**config.mk**
```make
export PLATFORM = sky130hd
export DESIGN_NAME = adc_scan_bcd
export DESIGN_NICKNAME = d
export VERILOG_FILES = /design/src/rtl/adc_scan_bcd.sv
export SDC_FILE = /design/constraint.sdc
export NUM_CORES = 1
export LEC_CHECK = 0
export CAP_MARGIN = 20
export CORE_ASPECT_RATIO = 0.7
export CORE_MARGIN = 3
export CORE_UTILIZATION = 59
export DETAILED_ROUTE_END_ITERATION = 12
export GPL_TIMING_DRIVEN = 0
export PLACE_DENSITY = 0.87
export RECOVER_POWER = 100
export SYNTH_ARGS = -nofsm -noshare
export SYNTH_HDL_FRONTEND = slang
export SYNTH_SLANG_ARGS = --single-unit
```
**constraint.sdc**
```tcl
create_clock -name clk -period 3.7 [get_ports clk]
set_input_delay 0.74 -clock clk [delete_from_list [all_inputs] [get_ports clk]]
set_output_delay 0.74 -clock clk [all_outputs]
set_load 0.005 [all_outputs]
```
**src/rtl/adc_scan_bcd.sv**
```systemverilog
// Round-robin ADC scanner: box-car averages each channel, scales to tenths of a degree,
// converts to 4-digit BCD with a serial double-dabble and keeps per-channel hysteretic alarms.
module adc_scan_bcd #(
   parameter int N_CH         = 4,
   parameter int AVG_LOG2     = 3,
   parameter int ADC_W        = 16,
   parameter int SCALE_SHIFT  = 3,
   parameter int ALARM_TENTHS = 300,
   parameter int HYST_TENTHS  = 20,
   parameter int TIMEOUT      = 1000000,
   localparam int CH_W        = (N_CH > 1) ? $clog2(N_CH) : 1
) (
   input  logic              clk,
   input  logic              rst,
   input  logic              enable,
   output logic              smp_req,
   output logic [CH_W-1:0]   smp_ch,
   input  logic              smp_valid,
   input  logic [ADC_W-1:0]  smp_data,
   output logic              res_valid,
   output logic [CH_W-1:0]   res_ch,
   output logic [15:0]       res_bcd,
   output logic              res_neg,
   output logic              res_ovf,
   output logic              res_err,
   output logic [N_CH-1:0]   alarm
);

   localparam int ACC_W = ADC_W + AVG_LOG2;
   localparam int CNT_W = AVG_LOG2 + 1;
   localparam int TO_W  = $clog2(TIMEOUT + 1);

   localparam logic [CNT_W-1:0] CNT_LAST = CNT_W'((1 << AVG_LOG2) - 1);
   localparam logic [TO_W-1:0]  TO_LAST  = TO_W'(TIMEOUT - 1);
   localparam logic [CH_W-1:0]  CH_LAST  = CH_W'(N_CH - 1);
   localparam logic [13:0]      SET_T    = 14'(ALARM_TENTHS);
   localparam logic [13:0]      CLR_T    = 14'(ALARM_TENTHS - HYST_TENTHS);

   typedef enum logic [2:0] {
      ST_IDLE, ST_REQ, ST_WAIT, ST_ACC, ST_SCALE, ST_BCD, ST_OUT
   } state_t;

   state_t                   state_q, state_d;
   logic [CH_W-1:0]          ch_q, ch_d;
   logic signed [ACC_W-1:0]  acc_q, acc_d;
   logic [CNT_W-1:0]         cnt_q, cnt_d;
   logic [TO_W-1:0]          tcnt_q, tcnt_d;
   logic signed [ADC_W-1:0]  sample_q, sample_d;
   logic [13:0]              value_q, value_d;
   logic                     neg_q, neg_d;
   logic                     ovf_q, ovf_d;
   logic [13:0]              bin_q, bin_d;
   logic [15:0]              bcd_q, bcd_d;
   logic [3:0]               bit_q, bit_d;
   logic                     res_valid_q, res_valid_d;
   logic [CH_W-1:0]          res_ch_q, res_ch_d;
   logic [15:0]              res_bcd_q, res_bcd_d;
   logic                     res_neg_q, res_neg_d;
   logic                     res_ovf_q, res_ovf_d;
   logic                     res_err_q, res_err_d;
   logic [N_CH-1:0]          alarm_q, alarm_d;

   logic signed [ACC_W-1:0]  scale_avg;
   logic signed [ACC_W-1:0]  scale_t;
   logic [15:0]              dd_adj;

   assign scale_avg = acc_q >>> AVG_LOG2;
   assign scale_t   = scale_avg >>> SCALE_SHIFT;

   // Add-3 correction on every BCD digit that is 5 or more before the next shift.
   generate
      for (genvar gi = 0; gi < 4; gi++) begin : g_dd_nib
         assign dd_adj[4*gi +: 4] = (bcd_q[4*gi +: 4] >= 4'd5) ? bcd_q[4*gi +: 4] + 4'd3
                                                              : bcd_q[4*gi +: 4];
      end
   endgenerate

   always_comb begin
      state_d     = state_q;
      ch_d        = ch_q;
      acc_d       = acc_q;
      cnt_d       = cnt_q;
      tcnt_d      = tcnt_q;
      sample_d    = sample_q;
      value_d     = value_q;
      neg_d       = neg_q;
      ovf_d       = ovf_q;
      bin_d       = bin_q;
      bcd_d       = bcd_q;
      bit_d       = bit_q;
      res_valid_d = 1'b0;
      res_ch_d    = res_ch_q;
      res_bcd_d   = res_bcd_q;
      res_neg_d   = res_neg_q;
      res_ovf_d   = res_ovf_q;
      res_err_d   = res_err_q;
      alarm_d     = alarm_q;

      case (state_q)
         ST_IDLE: begin
            if (enable) state_d = ST_REQ;
         end
         ST_REQ: begin
            tcnt_d  = '0;
            state_d = ST_WAIT;
         end
         ST_WAIT: begin
            // A valid arriving on the expiry cycle still wins over the timeout.
            if (smp_valid) begin
               sample_d = smp_data;
               state_d  = ST_ACC;
            end else begin
               tcnt_d = tcnt_q + TO_W'(1);
               if (tcnt_d == TO_LAST) begin
                  state_d     = ST_OUT;
                  res_valid_d = 1'b1;
                  res_ch_d    = ch_q;
                  res_bcd_d   = '0;
                  res_neg_d   = 1'b0;
                  res_ovf_d   = 1'b0;
                  res_err_d   = 1'b1;
               end
            end
         end
         ST_ACC: begin
            acc_d = acc_q + ACC_W'(sample_q);
            cnt_d = cnt_q + CNT_W'(1);
            state_d = (cnt_q == CNT_LAST) ? ST_SCALE : ST_REQ;
         end
         ST_SCALE: begin
            neg_d = 1'b0;
            ovf_d = 1'b0;
            if (scale_t[ACC_W-1]) begin
               value_d = '0;
               neg_d   = 1'b1;
            end else if (scale_t > $signed(ACC_W'(9999))) begin
               value_d = 14'd9999;
               ovf_d   = 1'b1;
            end else begin
               value_d = scale_t[13:0];
            end
            bin_d   = value_d;
            bcd_d   = '0;
            bit_d   = '0;
            state_d = ST_BCD;
         end
         ST_BCD: begin
            {bcd_d, bin_d} = {dd_adj, bin_q} << 1;
            bit_d = bit_q + 4'd1;
            if (bit_q == 4'd13) begin
               state_d     = ST_OUT;
               res_valid_d = 1'b1;
               res_ch_d    = ch_q;
               res_bcd_d   = bcd_d;
               res_neg_d   = neg_q;
               res_ovf_d   = ovf_q;
               res_err_d   = 1'b0;
               if (value_q >= SET_T)
                  alarm_d[ch_q] = 1'b1;
               else if (value_q < CLR_T)
                  alarm_d[ch_q] = 1'b0;
            end
         end
         ST_OUT: begin
            acc_d   = '0;
            cnt_d   = '0;
            ch_d    = (ch_q == CH_LAST) ? '0 : ch_q + CH_W'(1);
            state_d = enable ? ST_REQ : ST_IDLE;
         end
         default: state_d = ST_IDLE;
      endcase
   end

   always_ff @(posedge clk) begin
      if (rst) begin
         state_q     <= ST_IDLE;
         ch_q        <= '0;
         acc_q       <= '0;
         cnt_q       <= '0;
         tcnt_q      <= '0;
         sample_q    <= '0;
         value_q     <= '0;
         neg_q       <= 1'b0;
         ovf_q       <= 1'b0;
         bin_q       <= '0;
         bcd_q       <= '0;
         bit_q       <= '0;
         res_valid_q <= 1'b0;
         res_ch_q    <= '0;
         res_bcd_q   <= '0;
         res_neg_q   <= 1'b0;
         res_ovf_q   <= 1'b0;
         res_err_q   <= 1'b0;
         alarm_q     <= '0;
      end else begin
         state_q     <= state_d;
         ch_q        <= ch_d;
         acc_q       <= acc_d;
         cnt_q       <= cnt_d;
         tcnt_q      <= tcnt_d;
         sample_q    <= sample_d;
         value_q     <= value_d;
         neg_q       <= neg_d;
         ovf_q       <= ovf_d;
         bin_q       <= bin_d;
         bcd_q       <= bcd_d;
         bit_q       <= bit_d;
         res_valid_q <= res_valid_d;
         res_ch_q    <= res_ch_d;
         res_bcd_q   <= res_bcd_d;
         res_neg_q   <= res_neg_d;
         res_ovf_q   <= res_ovf_d;
         res_err_q   <= res_err_d;
         alarm_q     <= alarm_d;
      end
   end

   assign smp_req   = (state_q == ST_REQ);
   assign smp_ch    = ch_q;
   assign res_valid = res_valid_q;
   assign res_ch    = res_ch_q;
   assign res_bcd   = res_bcd_q;
   assign res_neg   = res_neg_q;
   assign res_ovf   = res_ovf_q;
   assign res_err   = res_err_q;
   assign alarm     = alarm_q;

endmodule

```
==> results.cfg <==
[sta]
fin_crit_sh_pct = 90.2
fmax_ghz = 0.300
skew_ns = 0.00585
final_max_slew_viol_count = 0
rsz0062_at_grt = false
whs_ns = 0.456
final-setup-viol-count = 0
max-slew-margin-rel_pct = 49.3
period_needed_ns = 3.34
setup_slack_ns = 0.363
finalHoldViolCount = 0
tns_ns = 0
worst_slew_pin_slew_ns = 0.757

[logic_synthesis]
synthTopCellsByArea = dfxtp_1 39%, a21oi_1 6.9%, nand2_1 6.3%
ys_seq_elements = 135
syn_area_per_cell_um2 = 8.03
ys.warnings.count = 0
synth_fp_nets = 929
synth_flop_cell = dfxtp_1
synth_common_cells = 135 x dfxtp_1, 117 x nand2_1, 109 x nor2_1, 97 x a21oi_1, 39 x clkbuf_1
async_flop_share_pct = 0
syn-instance-count = 873
yosys.area.top_type_share_pct = 38.5
ys_seq_area_share_pct = 38.5
synth.most_common_cell = dfxtp_1
synth_area_leader_cell = dfxtp_1
synth_cell_type_count = 65
netlist_area_um2 = 7010
synth_edf_count = 0

[critical_path]
crit_path_max_fanout = 10
start_kind = register
max_stage_delay_ns = 0.67
crit_buf_inv = 1
r2r-start = tcnt_q[0]
crit_family = simple AND/OR/NAND/NOR gates
worst-r2r-setup-slack_ns = 0.36
crit_type = register to register
timing.rr.end = res_valid
crit_required_ns = 4.00
worstPathCellList = ha_1 -> nand3_1 -> or4b_1 -> o21ai_0 -> a31oi_1 -> or4_1 -> o21a_4 -> buf_6 -> a211oi_1
critPathArrivalTime_ns = 3.64
reg2reg_depth = 9
setup.worst_path.end_class = register
cp_slowest_cell = or4_1

[floorplanning]
die_y_um = 97.2
start_util_pct = 62.1
core_region_area_um2 = 11300
fp-row-count = 32
die_x_um = 136
dieArea_um2 = 13300
ios = 49

[global_route]
grt_usage_pct = 29.1
grt_pass1_wl_um = 31300
overflow = 0
grt_pass1_vias = 6291
antenna_found_initial = 0
grt_max_degree = 17

[run]
drv_cap = 0

[detailed_routing]
drc_errors = 0
ant_nets = 0
dr_total_vias = 6798
drtIter0Drc = 662
viasPerCell = 6.15
dr.pass1.iters = 6
wl_per_cell_um = 17.2
wl_um = 19000

[power]
p_seq_share_pct = 39.0
internal_power_w = 0.00289
combPwrFrac_pct = 12.3
switching_power_w = 0.00102
p_total_w = 0.00390
p_clk_share_pct = 48.7
p_per_area_nw_per_um2 = 469
p_leak_nw = 3.25
ir_drop_uv = 464
switching_share_pct = 26.0

[run_status]
status = completed

[final_layout]
diodes = 0
nets = 996
finalInstanceArea_um2 = 8330
layout-drive-gt1-share_pct = 5.14
num-fill-cells = 822
area_growth_pct = 18.8

[min_path]
min_from = res_bcd[14]
hp-class = register to register
holdPathEnd = res_bcd[14]
hold_depth = 2

[placed_design]
io_buffers = 48
place.gp.congestion = 0.902
dp_slack_ns = 0.577
dpl.hpwl_um = 13000
placed_cell_area_um2 = 7680

[clock_tree]
postCtsResizedCells = 0
root_buffer = clkbuf_16
postCtsSetupBuffers = 0
clk_pin_slew_ns = 0.06
clk_latency_ns = 0.42
cts_tree = done
numCtsBuffers = 17
h-tree-depth = 4
cts.sinks = 135
clockBufferDepth = 2
cts_hold_buf = 0
-- registers in the layout, indices dropped and copies added (netlist names), 4 cells and up --
signal    flops
tcnt_q       20
acc_q        19
bcd_q        16
res_bcd      16
sample_q     16
bin_q        14
value_q      10
alarm         4
bit_q         4
cnt_q         4
-- layout by cell type (no fill, tap or decap), drive strengths merged, types with 20 or more instances in the layout --
master	n
xnor2	20
o21ai	36
clkbuf	66
nor2	109
ha	35
dlygate4sd3	31
a21oi	97
dfxtp	135
inv	20
nand3	21
nand2	117
nor3	34
-- through the flow --
step | cells | utilization (%)
after global routing | 1106 | 73.8
after detailed placement | 1074 | 68.1
after floorplan | 873 | -
after global placement | 1074 | 68.1
final | 1106 | 73.8
after CTS | 1106 | 74.0
-- final cells by class --
class	instances	area, um2	area share, %
Multi-Input combinational cell	664	3990	47.9
Clock inverter	11	195	2.34
Tap cell	153	191	2.30
Timing Repair Buffer	48	480	5.77
Clock buffer	21	470	5.65
Inverter	21	78.8	0.946
Buffer	53	219	2.63
Sequential cell	135	2700	32.4
-- worst max-delay path by stage --
stage,start,to,slack (ns),depth (start not counted)
detailed placement,smp_valid,tcnt_q[16],0.58,8
CTS,state_q[0],alarm[2],0.68,8
floorplan,tcnt_q[2],res_bcd[1],1.0,9
global route,tcnt_q[0],res_valid,0.21,9
finish,tcnt_q[0],res_valid,0.36,9
global placement,smp_valid,tcnt_q[16],0.63,8
-- per-layer routing --
layer  track usage (%)  vias up  share of wire (%)
li1                  -     3222                  -
met1              42.6     3231                 45
met2              43.4      306                 44
met3              6.68       39                9.4
met4              6.74        0                1.6
met5                 0        -                  0
-- kinds of logic (layout without fill, tap and decap cells) --
group | after synthesis | after routing | share of synthesized area (%)
XOR/XNOR | 32 | 32 | 4.00
AND/OR/NAND/NOR | 356 | 356 | 24.5
flip-flops | 135 | 135 | 38.5
buffers and inverters | 74 | 154 | 4.25
adder cells (fa/ha/maj) | 36 | 36 | 6.53
multiplexers | 15 | 15 | 2.16
AO/OA/AOI/OAI | 225 | 225 | 20.0
-- power groups by stage --
stage | clock (W) | sequential, W | combinational (W)
5_1_grt | 0.00197 | 0.00152 | 0.000534
4_1_cts | 0.00190 | 0.00152 | 0.000473
2_1_floorplan | 0 | 0.00154 | 0.000319
3_3_place_gp | 0 | 0.00155 | 0.000448
6_report | 0.00190 | 0.00152 | 0.000481
3_5_place_dp | 0 | 0.00155 | 0.000462
-- worst register-to-register path, cell delays in order (launching register included) --
cell and delay [ns]:
dfxtp_1 0.47, ha_1 0.27, nand3_1 0.34, or4b_1 0.56, o21ai_0 0.08, a31oi_1 0.11
or4_1 0.67, o21a_4 0.27, buf_6 0.15, a211oi_1 0.30
(Power assumes the default switching activity.)
